`src/rtl/hazard_stall_ctrl.sv`:
```
// Hazard / stall controller for a 5-stage pipeline: load-use and ID-branch stalls, memory freeze, redirect flush, stall watchdog.
// Optional performance counters are compiled in when HAZARD_PERF_EN is defined.
module hazard_stall_ctrl #(
  parameter int WDOG_LIMIT = 8
) (
  input  logic       clk,
  input  logic       rst,
  input  logic [4:0] ID_rs,
  input  logic [4:0] ID_rt,
  input  logic       ID_useRs,
  input  logic       ID_useRt,
  input  logic [1:0] ID_Branch,
  input  logic [1:0] ID_Jump,
  input  logic       ID_branchTaken,
  input  logic       EX_RegWrite,
  input  logic [1:0] EX_RegSrc,
  input  logic [4:0] EX_WriteReg,
  input  logic       MEM_RegWrite,
  input  logic [1:0] MEM_RegSrc,
  input  logic [4:0] MEM_WriteReg,
  input  logic       dmem_busy,
  output logic       PC_write,
  output logic       IFID_write,
  output logic       IFID_flush,
  output logic       IDEX_bubble,
  output logic [1:0] hz_state,
  output logic       wdog_err
`ifdef HAZARD_PERF_EN
  ,
  output logic [31:0] stall_cycles,
  output logic [31:0] flush_count
`endif
);

  // Control encodings shared with the decoder.
  localparam logic [1:0] BRANCH_NONE    = 2'd0;
  localparam logic [1:0] JUMP_NONE      = 2'd0;
  localparam logic [1:0] JUMP_REG       = 2'd2;
  localparam logic [1:0] REGSRC_ALU     = 2'd0;
  localparam logic [1:0] REGSRC_DMEM    = 2'd1;
  localparam logic [1:0] REGSRC_PCPLUS4 = 2'd2;

  typedef enum logic [1:0] {
    RUN    = 2'd0,
    STALL  = 2'd1,
    FREEZE = 2'd2,
    FLUSH  = 2'd3
  } hzState_t;

  hzState_t   stateReg, stateNext;
  logic [3:0] runCntReg, runCntNext;
  logic       wdogErrReg;

  logic useAtId, exHit, memHit, dataStall, redirect, stallActive;

  always_comb begin
    useAtId = (ID_Branch != BRANCH_NONE) || (ID_Jump == JUMP_REG);
    exHit   = EX_RegWrite && (EX_WriteReg != 5'd0) &&
              (((EX_WriteReg == ID_rs) && ID_useRs) || ((EX_WriteReg == ID_rt) && ID_useRt));
    memHit  = MEM_RegWrite && (MEM_WriteReg != 5'd0) &&
              (((MEM_WriteReg == ID_rs) && ID_useRs) || ((MEM_WriteReg == ID_rt) && ID_useRt));
    // PC+4 results are available from the link path, so they never cause a stall.
    dataStall = (exHit && (EX_RegSrc == REGSRC_DMEM)) ||
                (exHit && (EX_RegSrc == REGSRC_ALU) && useAtId) ||
                (memHit && (MEM_RegSrc == REGSRC_DMEM) && useAtId);
    redirect  = ((ID_Branch != BRANCH_NONE) && ID_branchTaken) || (ID_Jump != JUMP_NONE);
    stallActive = dataStall || dmem_busy;
  end

  always_comb begin
    PC_write    = 1'b1;
    IFID_write  = 1'b1;
    IFID_flush  = 1'b0;
    IDEX_bubble = 1'b0;
    stateNext   = RUN;
    if (dmem_busy) begin
      PC_write   = 1'b0;
      IFID_write = 1'b0;
      stateNext  = FREEZE;
    end else if (dataStall) begin
      PC_write    = 1'b0;
      IFID_write  = 1'b0;
      IDEX_bubble = 1'b1;
      stateNext   = STALL;
    end else if (redirect) begin
      IFID_flush = 1'b1;
      stateNext  = FLUSH;
    end
  end

  always_comb begin
    runCntNext = 4'd0;
    if (stallActive) begin
      runCntNext = (runCntReg == 4'hF) ? 4'hF : runCntReg + 4'd1;
    end
  end

  always_ff @(posedge clk) begin
    if (rst) begin
      stateReg   <= RUN;
      runCntReg  <= 4'd0;
      wdogErrReg <= 1'b0;
    end else begin
      stateReg   <= stateNext;
      runCntReg  <= runCntNext;
      wdogErrReg <= wdogErrReg || (32'(runCntNext) == 32'(WDOG_LIMIT));
    end
  end

  assign hz_state = stateReg;
  assign wdog_err = wdogErrReg;

`ifdef HAZARD_PERF_EN
  logic [31:0] stallCyclesReg, flushCountReg;

  always_ff @(posedge clk) begin
    if (rst) begin
      stallCyclesReg <= 32'd0;
      flushCountReg  <= 32'd0;
    end else begin
      if (stallActive && (stallCyclesReg != 32'hFFFF_FFFF)) stallCyclesReg <= stallCyclesReg + 32'd1;
      if (IFID_flush && (flushCountReg != 32'hFFFF_FFFF)) flushCountReg <= flushCountReg + 32'd1;
    end
  end

  assign stall_cycles = stallCyclesReg;
  assign flush_count  = flushCountReg;
`endif

endmodule

```
`config.mk`:
```
export PLATFORM = sky130hd
export DESIGN_NAME = hazard_stall_ctrl
export DESIGN_NICKNAME = d
export VERILOG_FILES = /design/src/rtl/hazard_stall_ctrl.sv
export SDC_FILE = /design/constraint.sdc
export NUM_CORES = 1
export LEC_CHECK = 0
export ABC_CLOCK_PERIOD_IN_PS = 2100
export BUFFER_PORTS_ARGS = -buffer_cell sky130_fd_sc_hd__buf_2
export CORE_UTILIZATION = 40
export DETAILED_ROUTE_END_ITERATION = 7
export HOLD_SLACK_MARGIN = 0.06
export PLACE_DENSITY = 0.79
export SYNTH_ARGS = -nofsm -noshare
export SYNTH_HDL_FRONTEND = slang
export SYNTH_SLANG_ARGS = --single-unit
```
`constraint.sdc`:
```
create_clock -name clk -period 2.1 [get_ports clk]
set_input_delay 0.21 -clock clk [delete_from_list [all_inputs] [get_ports clk]]
set_output_delay 0.21 -clock clk [all_outputs]
set_load 0.02 [all_outputs]
```
==> flow_metrics.py, run 1 <==
metrics = {
    "critical_path": {
        "cpMostUsedCell": "buf_2",
        "crit_end": "IFID_flush",
        "max_stage_delay_ps": 550,
        "worstPathMaxFanout": 4,
        "cp-end-kind": "output pin",
        "worst_ep_arrival_time_ps": 1740,
        "cp-start-kind": "input port",
        "slowest_stage": "or4_1",
        "worst-path-buf-inv": 2,
        "r2r-start": "runCntReg[0]",
        "startpoint": "EX_WriteReg[1]",
        "crit_type": "in -> out",
        "reg2reg_to": "wdog_err",
        "rrSetupSlack_ps": 920,
        "critical-path-top-delay-family": "simple AND/OR/NAND/NOR gates",
        "crit_required_ps": 1890,
        "crit_cells": 7,
        "rr_worst_depth": 5,
        "crit_chain": "buf_2, or4_1, nor2_2, a2111oi_4, a221oi_4, and2_1, buf_2",
    },
    "timing": {
        "hold_viol": 0,
        "slew_viol_final": 0,
        "fmax_mhz": 511.6,
        "finalCriticalPeriod_ps": 1955,
        "rsz0062_at_grt": "false",
        "tns_ps": 0,
        "holdWs_ps": 211.0,
        "finalCritPeriodShare_pct": 93.08,
        "setup_viol_count_final": 0,
        "fin_skew_ps": 1.234,
        "max_slew_margin_pct": 68.35,
        "tightest_slew_ps": 471.2,
    },
    "pwr": {
        "power_density_mw_per_mm2": 436.7,
        "ir_drop_v": 0.0002724,
        "leakagePower_nw": 0.3925,
        "fin_total_pwr_w": 0.0004005,
    },
    "floorplanning": {
        "die_h_um": 42.76,
        "die_x_um": 42.76,
        "dieArea_mm2": 0.001828,
        "initial_core_util_pct": 43.60,
        "core_mm2": 0.001524,
        "io_pins": 43,
        "fp-row-count": 14,
    },
    "job": {
        "drv_cap": 0,
    },
    "global_routing": {
        "grt_max_degree": 9,
        "antenna_found_initial": 0,
        "grt_pass1_wl_um": 2739,
        "overflow": 0,
        "grt.total_usage_pct": 19.53,
        "grt_pass1_vias": 666,
    },
    "logic_synthesis": {
        "synth-seq-cells": 7,
        "synth_cells": 78,
        "synth-main-ff-cell": "dfxtp_1",
        "ys_warn_count": 0,
        "synth_nets": 115,
        "async_reset_ff_share_pct": 0,
        "synth_cell_type_count": 31,
        "synth_area_per_cell_um2": 8.518,
        "syn_area_um2": 664.4,
        "synth_edf_count": 0,
        "ys_seq_area_share_pct": 21.09,
    },
    "placement": {
        "place_congestion": 0.9267,
        "io_buffers": 42,
        "dpl-instance-area_um2": 890.9,
        "hpwl_um": 1356,
    },
    "cts": {
        "cts_inserted_buffers": 3,
        "root_buffer": "clkbuf_4",
        "cts_tree": "built",
        "cts_setup_buffers": 0,
        "cts_sinks": 7,
        "cts_resized": 0,
        "postCtsHoldBufs": 0,
        "clk_path_buf_depth": 2,
        "clock_latency_ps": 250,
        "clk_pin_slew_ps": 50,
        "cts_max_level": 1,
    },
    "drt": {
        "routedWlPerCell_um": 11.51,
        "ant_nets": 0,
        "dr.pass1.iters": 4,
        "vias_per_cell": 5.072,
        "drtIter0Drc": 6,
        "wl_um": 1600,
        "dr_total_vias": 705,
        "drc": 0,
    },
    "layout": {
        "stdcell_area_um2": 917.1,
        "fin_nets": 161,
        "layout-drive-gt1-share_pct": 41.46,
        "antenna_cells": 0,
        "syn_to_final_growth_pct": 38.04,
    },
    "status": {
        "outcome": "finished, final reports clean",
    },
    "min_path": {
        "hp-class": "in -> reg",
    },
}
routing by layer:
layer	vias to the layer above	part of all wire, %	wire length (um)	GRT usage (%)
met4	0	1.9	30	10.63
met1	306	44	696	22.74
met3	5	5.0	80	4.255
met5	-	0	0	0
met2	23	50	793	32.73
li1	371	-	-	-
per-stage QoR:
step	utilization [%]	setup slack, ps	cells
after floorplan	-	120.7	78
after global placement	58.46	162.3	135
after detailed placement	58.46	160.3	135
after CTS	60.18	152.6	139
after global routing	60.18	53.79	139
final	60.18	145.2	139
report_power, final:
part | internal [W] | total [W] | switching [W]
Combinational | 0.0000703 | 0.000138 | 0.0000679
Clock | 0.0000725 | 0.000122 | 0.0000498
Sequential | 0.000138 | 0.000140 | 0.00000240
Total | 0.000280 | 0.000401 | 0.000120
synth_stat cells, types with 2 or more instances:
master	n	area share [%]
or4_1	2	2.3
xnor2_1	20	26
inv_1	5	2.8
nand2_1	5	2.8
a211oi_1	2	2.3
dfxtp_1	7	21
nand3_1	2	1.5
nor3_1	4	3.0
nor2_1	2	1.1
nand4_1	4	3.8
o21ai_0	2	1.5
o22ai_1	3	2.8
nand3b_1	2	2.3
worst min path at each step:
stage	slack (ps)	end	from	cells after the start
2_1_floorplan	290	hz_state[0]	dmem_busy	1
4_1_cts	200	hz_state[0]	dmem_busy	2
5_1_grt	220	hz_state[0]	dmem_busy	2
3_5_place_dp	460	wdog_err	wdog_err	2
6_report	210	hz_state[0]	dmem_busy	2
3_3_place_gp	460	wdog_err	wdog_err	2
final cells by class:
class | count | area, um2
Fill cell | 144 | 606.8
Multi-Input combinational cell | 64 | 494.2
Clock buffer | 4 | 26.28
Tap cell | 16 | 20.02
Sequential cell | 7 | 140.1
Timing Repair Buffer | 43 | 217.7
Inverter | 5 | 18.77
cells by family after synthesis:
family	after synthesis	synth area share, %
compound gates	15	21.66
xor+xnor	20	26.37
fa+ha+maj	1	1.883
buf+inv	7	4.520
flops	7	21.09
mux	1	1.507
simple gates	27	22.98
placed cells by master (no fill, tap or decap), drive strengths merged, types with 2 or more instances in the layout:
cell type / n
nor3: 4
nand4: 4
nor2: 3
o21ai: 2
clkbuf: 4
buf: 43
or4: 2
a221oi: 2
dfxtp: 7
nand3b: 2
nand2: 5
xnor2: 20
inv: 5
o22ai: 3
a211oi: 2
nand3: 2
state kept, by name (all words and copies together), names as in the netlist:
signal     cells
runCntReg      4
hz_state       2
wdog_err       1
Note: power is estimated with default switching activity, not from simulation.
==> run 2: changes to the inputs <==
- CELL_PAD_IN_SITES_DETAIL_PLACEMENT: default -> 0
- CELL_PAD_IN_SITES_GLOBAL_PLACEMENT: default -> 1
- CORE_UTILIZATION: 40 -> 28
- PLACE_DENSITY: 0.79 -> 0.81
==> run 2 against run 1 <==
  * Clock skew fell by 0.85 ps
  * Global-route usage fell by 5.3 points
  * Clock-buffer cell count did not move
  * Die area rose by 41%
  * Register-to-register slack improved by 40 ps
  * Non-clock buffer count did not move
  * Clock power barely moved
  * Critical path depth did not move
  * Sequential power barely moved
  * First-iteration DRC count rose by 17%
  * Power rose by 0.95%
==> flow_metrics.py, run 2 (synthesized netlist as in run 1, its figures left out) <==
metrics = {
    "critical_path": {
        "crit_required_ps": 1890,
        "reg2reg_to": "wdog_err",
        "crit_chain": "buf_2, or4_1, nor2_2, a2111oi_4, a221oi_4, and2_1, buf_2",
        "rrSetupSlack_ps": 960,
        "r2r-start": "runCntReg[0]",
        "rr_worst_depth": 5,
        "crit_type": "in -> out",
        "cpMostUsedCell": "buf_2",
        "slowest_stage": "or4_1",
        "cp-end-kind": "output pin",
        "worstPathMaxFanout": 4,
        "worst_ep_arrival_time_ps": 1740,
        "cp-start-kind": "input port",
        "max_stage_delay_ps": 540,
    },
    "global_routing": {
        "grt_pass1_wl_um": 2766,
        "overflow": 0,
        "antenna_found_initial": 0,
        "grt_pass1_vias": 725,
        "grt_max_degree": 9,
        "grt.total_usage_pct": 14.25,
    },
    "floorplanning": {
        "core_mm2": 0.002233,
        "die_x_um": 50.71,
        "die_h_um": 50.71,
        "dieArea_mm2": 0.002572,
        "io_pins": 43,
        "initial_core_util_pct": 29.75,
        "fp-row-count": 17,
    },
    "min_path": {
        "hp-class": "in -> reg",
        "hold_path_startpoint": "dmem_busy",
        "hold_depth": 2,
        "min_to": "hz_state[0]",
    },
    "timing": {
        "rsz0062_at_grt": "false",
        "tns_ps": 0,
        "holdWs_ps": 201.8,
        "tightest_slew_ps": 467.2,
        "finalCriticalPeriod_ps": 1950,
        "slew_viol_final": 0,
        "finalCritPeriodShare_pct": 92.85,
        "fin_skew_ps": 0.3854,
        "fmax_mhz": 512.8,
        "setup_viol_count_final": 0,
        "max_slew_margin_pct": 68.61,
        "hold_viol": 0,
    },
    "drt": {
        "vias_per_cell": 4.788,
        "drtIter0Drc": 7,
        "wl_um": 1694,
        "drc": 0,
        "routedWlPerCell_um": 11.22,
        "dr_total_vias": 723,
        "ant_nets": 0,
        "dr.pass1.iters": 3,
    },
    "layout": {
        "regMostFlops": "runCntReg",
        "syn_to_final_growth_pct": 40.30,
        "final_common_cell": "buf_2",
        "antenna_cells": 0,
        "layout-drive-gt1-share_pct": 41.46,
        "fin_nets": 161,
        "mostFrequentLayoutCells": "42 x buf_2, 20 x xnor2_1, 7 x dfxtp_1",
        "largest_reg_flops": 4,
    },
    "cts": {
        "clk_path_buf_depth": 2,
        "clk_pin_slew_ps": 50,
        "cts_tree": "built",
        "cts_sinks": 7,
        "postCtsHoldBufs": 0,
        "cts_resized": 0,
        "root_buffer": "clkbuf_4",
        "cts_setup_buffers": 0,
        "cts_max_level": 1,
        "clock_latency_ps": 250,
        "cts_inserted_buffers": 3,
    },
    "pwr": {
        "switchingPower_w": 0.0001240,
        "clockPowerShare_pct": 30.8,
        "seq_power_share_pct": 34.6,
        "ir_drop_v": 0.0002022,
        "power_density_mw_per_mm2": 433.8,
        "combPwrFrac_pct": 34.6,
        "leakagePower_nw": 0.3925,
        "p_sw_share_pct": 30.67,
        "p_int_w": 0.0002803,
    },
    "placement": {
        "place_congestion": 0.7994,
        "hpwl_um": 1503,
        "io_buffers": 42,
    },
    "status": {
        "outcome": "finished, final reports clean",
    },
    "job": {
        "drv_cap": 0,
    },
}
## run 2: cell counts in the layout (fill, tap and decap cells not counted)
No cell type changed its count.
## run 2: stage by stage
stage                     total power (W)  instances  setup WS, ps  utilization (%)  cell area, um2
after floorplan                 0.0002186         78         120.7                -           664.4
final                           0.0004043        151         150.0            41.74           932.1
after global routing            0.0004327        151         60.88            41.74           932.1
after global placement          0.0002792        147         167.3            40.56           905.9
after CTS                       0.0004091        151         137.3            41.74           932.1
after detailed placement        0.0002825        147         144.3            40.56           905.9
## run 2: routing by layer
layer | vias up | track usage [%] | share of wire, %
met4 | 0 | 5.093 | 1.6
li1 | 371 | - | -
met3 | 4 | 3.636 | 4.7
met2 | 24 | 26.89 | 52
met5 | - | 0 | 0
met1 | 324 | 14.95 | 42
## run 2: worst max-delay path, delay by kind of cell
family,cells,cell delay (ps)
AOI/OAI and AO/OA,2,410
buffers and inverters,2,270
and+or+nand+nor,3,840
## run 2: area by class of cell
class / instances / area (um2)
clock buffers: 4 / 26.28
fillers: 256 / 1301
inverters: 5 / 18.77
multi-input cells: 64 / 494.2
flip-flops and latches: 7 / 140.1
well taps: 28 / 35.03
repair buffers: 43 / 217.7
## run 2: how the worst max path moves through the flow
stage / startpoint / end / slack [ps] / cells past startpoint
global placement: EX_WriteReg[1] / IFID_flush / 170 / 7
finish: EX_WriteReg[1] / IFID_flush / 150 / 7
floorplan: EX_WriteReg[1] / IFID_flush / 120 / 5
global route: EX_WriteReg[1] / IFID_flush / 60 / 7
detailed placement: EX_WriteReg[1] / IFID_flush / 140 / 7
CTS: EX_WriteReg[1] / IFID_flush / 140 / 7
## run 2: power groups by stage
stage / Clock (W) / Combinational (W) / Sequential (W)
floorplan: 0 / 0.0000732 / 0.000145
CTS: 0.000129 / 0.000141 / 0.000140
detailed placement: 0 / 0.000140 / 0.000143
global placement: 0 / 0.000137 / 0.000142
finish: 0.000125 / 0.000140 / 0.000140
global route: 0.000141 / 0.000152 / 0.000140
==> run 3: changes to the inputs <==
- CORE_ASPECT_RATIO: default -> 1.5
==> run 3 against run 2 <==
  * Via count grew 3.2%
  * Clock-buffer cell count shrank 1
  * Highest routed layer unchanged
  * Setup slack got worse by 45 ps
  * Combinational power is essentially flat
  * Critical endpoint unchanged
  * Cell count fell by 2.6%
  * Worst hold slack improved by 7.9 ps
  * Critical path type unchanged
==> flow_metrics.py, run 3 (synthesized netlist as in run 1, its figures left out) <==
metrics = {
    "pwr": {
        "p_int_w": 0.0002785,
        "clockPowerShare_pct": 30.0,
        "switchingPower_w": 0.0001226,
        "ir_drop_v": 0.0003518,
        "p_sw_share_pct": 30.56,
        "combPwrFrac_pct": 35.1,
        "power_density_mw_per_mm2": 429.0,
        "seq_power_share_pct": 34.9,
        "leakagePower_nw": 0.4000,
    },
    "drt": {
        "ant_nets": 0,
        "routedWlPerCell_um": 12.30,
        "drc": 0,
        "dr_total_vias": 746,
        "drtIter0Drc": 7,
        "vias_per_cell": 5.075,
        "wl_um": 1808,
        "dr.pass1.iters": 4,
    },
    "critical_path": {
        "r2r-start": "runCntReg[0]",
        "worst_ep_arrival_time_ps": 1790,
        "worstPathMaxFanout": 5,
        "cp-start-kind": "input port",
        "max_stage_delay_ps": 540,
        "cpMostUsedCell": "buf_2",
        "crit_required_ps": 1890,
        "cp-end-kind": "output pin",
        "slowest_stage": "or4_1",
        "startpoint": "EX_WriteReg[1]",
        "crit_chain": "buf_2, or4_1, nor2_2, a2111oi_4, a221oi_4, and2_1, buf_2",
        "crit_type": "in -> out",
    },
    "timing": {
        "holdWs_ps": 209.7,
        "fin_skew_ps": 7.846,
        "rsz0062_at_grt": "false",
        "hold_viol": 0,
        "setup_viol_count_final": 0,
        "finalCriticalPeriod_ps": 1995,
        "fmax_mhz": 501.2,
        "finalCritPeriodShare_pct": 95.01,
        "max_slew_margin_pct": 66.67,
        "tns_ps": 0,
        "slew_viol_final": 0,
        "tightest_slew_ps": 496.2,
    },
    "layout": {
        "seqCellArea_um2": 140.1,
        "syn_to_final_growth_pct": 40.68,
        "largest_reg_flops": 4,
        "final_common_cell": "buf_2",
        "mostFrequentLayoutCells": "42 x buf_2, 20 x xnor2_1, 7 x dfxtp_1",
        "fin_nets": 162,
        "final_core_util_pct": 41.85,
        "n_fill_cell": 248,
        "multi_input_area_um2": 494.2,
        "antenna_cells": 0,
        "layout-drive-gt1-share_pct": 42.74,
        "regMostFlops": "runCntReg",
        "stdcell_count": 147,
    },
    "cts": {
        "cts_max_level": 1,
        "clk_path_buf_depth": 2,
        "cts_setup_buffers": 0,
        "clk_pin_slew_ps": 60,
        "cts_sinks": 7,
        "cts_inserted_buffers": 3,
        "clock_latency_ps": 250,
        "cts_resized": 0,
        "root_buffer": "clkbuf_4",
        "postCtsHoldBufs": 0,
        "cts_tree": "built",
    },
    "floorplanning": {
        "die_h_um": 61.66,
        "fp-row-count": 21,
        "initial_core_util_pct": 29.75,
        "die_x_um": 41.77,
        "dieArea_mm2": 0.002576,
        "io_pins": 43,
        "core_mm2": 0.002233,
    },
    "status": {
        "outcome": "finished, final reports clean",
    },
    "global_routing": {
        "antenna_found_initial": 0,
        "overflow": 0,
        "grt.total_usage_pct": 14.44,
        "grt_max_degree": 9,
        "grt_pass1_vias": 781,
        "grt_pass1_wl_um": 2960,
    },
    "placement": {
        "hpwl_um": 1539,
        "io_buffers": 42,
        "place_inst": 143,
        "place_congestion": 0.8918,
    },
    "job": {
        "drv_cap": 0,
    },
    "min_path": {
        "hp-class": "in -> reg",
        "hold_path_startpoint": "dmem_busy",
    },
}
run 3: changes by cell type in the layout (fill, tap and decap cells not counted):
| cell | delta |
|---|---|
| clkinv_2 | +1 |
| clkbuf_1 | -1 |
| buf_4 | +1 |
run 3: layout make-up:
| type | instances | area share, % |
|---|---|---|
| Inverter | 5 | 2.008 |
| Clock buffer | 3 | 2.410 |
| Timing Repair Buffer | 44 | 24.10 |
| Sequential cell | 7 | 14.99 |
| Clock inverter | 1 | 0.5355 |
| Tap cell | 23 | 3.079 |
| Multi-Input combinational cell | 64 | 52.88 |
run 3: worst paths after layout:
check | end | slack (ps) | cells past startpoint
worst max-delay path | IFID_flush | 100 | 7
worst min-delay path | hz_state[0] | 210 | 2
worst max register to register | wdog_err | 920 | 5
worst min register to register | wdog_err | 460 | 2
run 3: metal layers:
metal / track usage (%) / part of all wire (%) / up-vias
met1: 13.84 / 37 / 334
met2: 30.36 / 54 / 35
li1: - / - / 375
met5: 0 / 0 / -
met3: 2.639 / 8.0 / 2
met4: 5.069 / 1.2 / 0
run 3: metrics by stage:
step	cell area, um2	setup slack, ps	power [W]
final	934.6	104.7	0.0004010
after global routing	934.6	30.54	0.0004281
after CTS	934.6	95.03	0.0004080
after detailed placement	907.1	103.7	0.0002840
after global placement	907.1	149.3	0.0002827
after floorplan	664.4	120.7	0.0002186
run 3: critical path, delay by kind of cell:
| family | cells | cell delay [ps] |
|---|---|---|
| AND/OR/NAND/NOR | 3 | 860 |
| AO/OA/AOI/OAI | 2 | 430 |
| buffers and inverters | 2 | 270 |
run 3: power groups by stage:
| stage | combinational (W) | clock [W] | sequential (W) |
|---|---|---|---|
| finish | 0.000141 | 0.000120 | 0.000140 |
| global placement | 0.000140 | 0 | 0.000143 |
| detailed placement | 0.000141 | 0 | 0.000143 |
| floorplan | 0.0000732 | 0 | 0.000145 |
| global route | 0.000155 | 0.000133 | 0.000140 |
| CTS | 0.000142 | 0.000126 | 0.000140 |
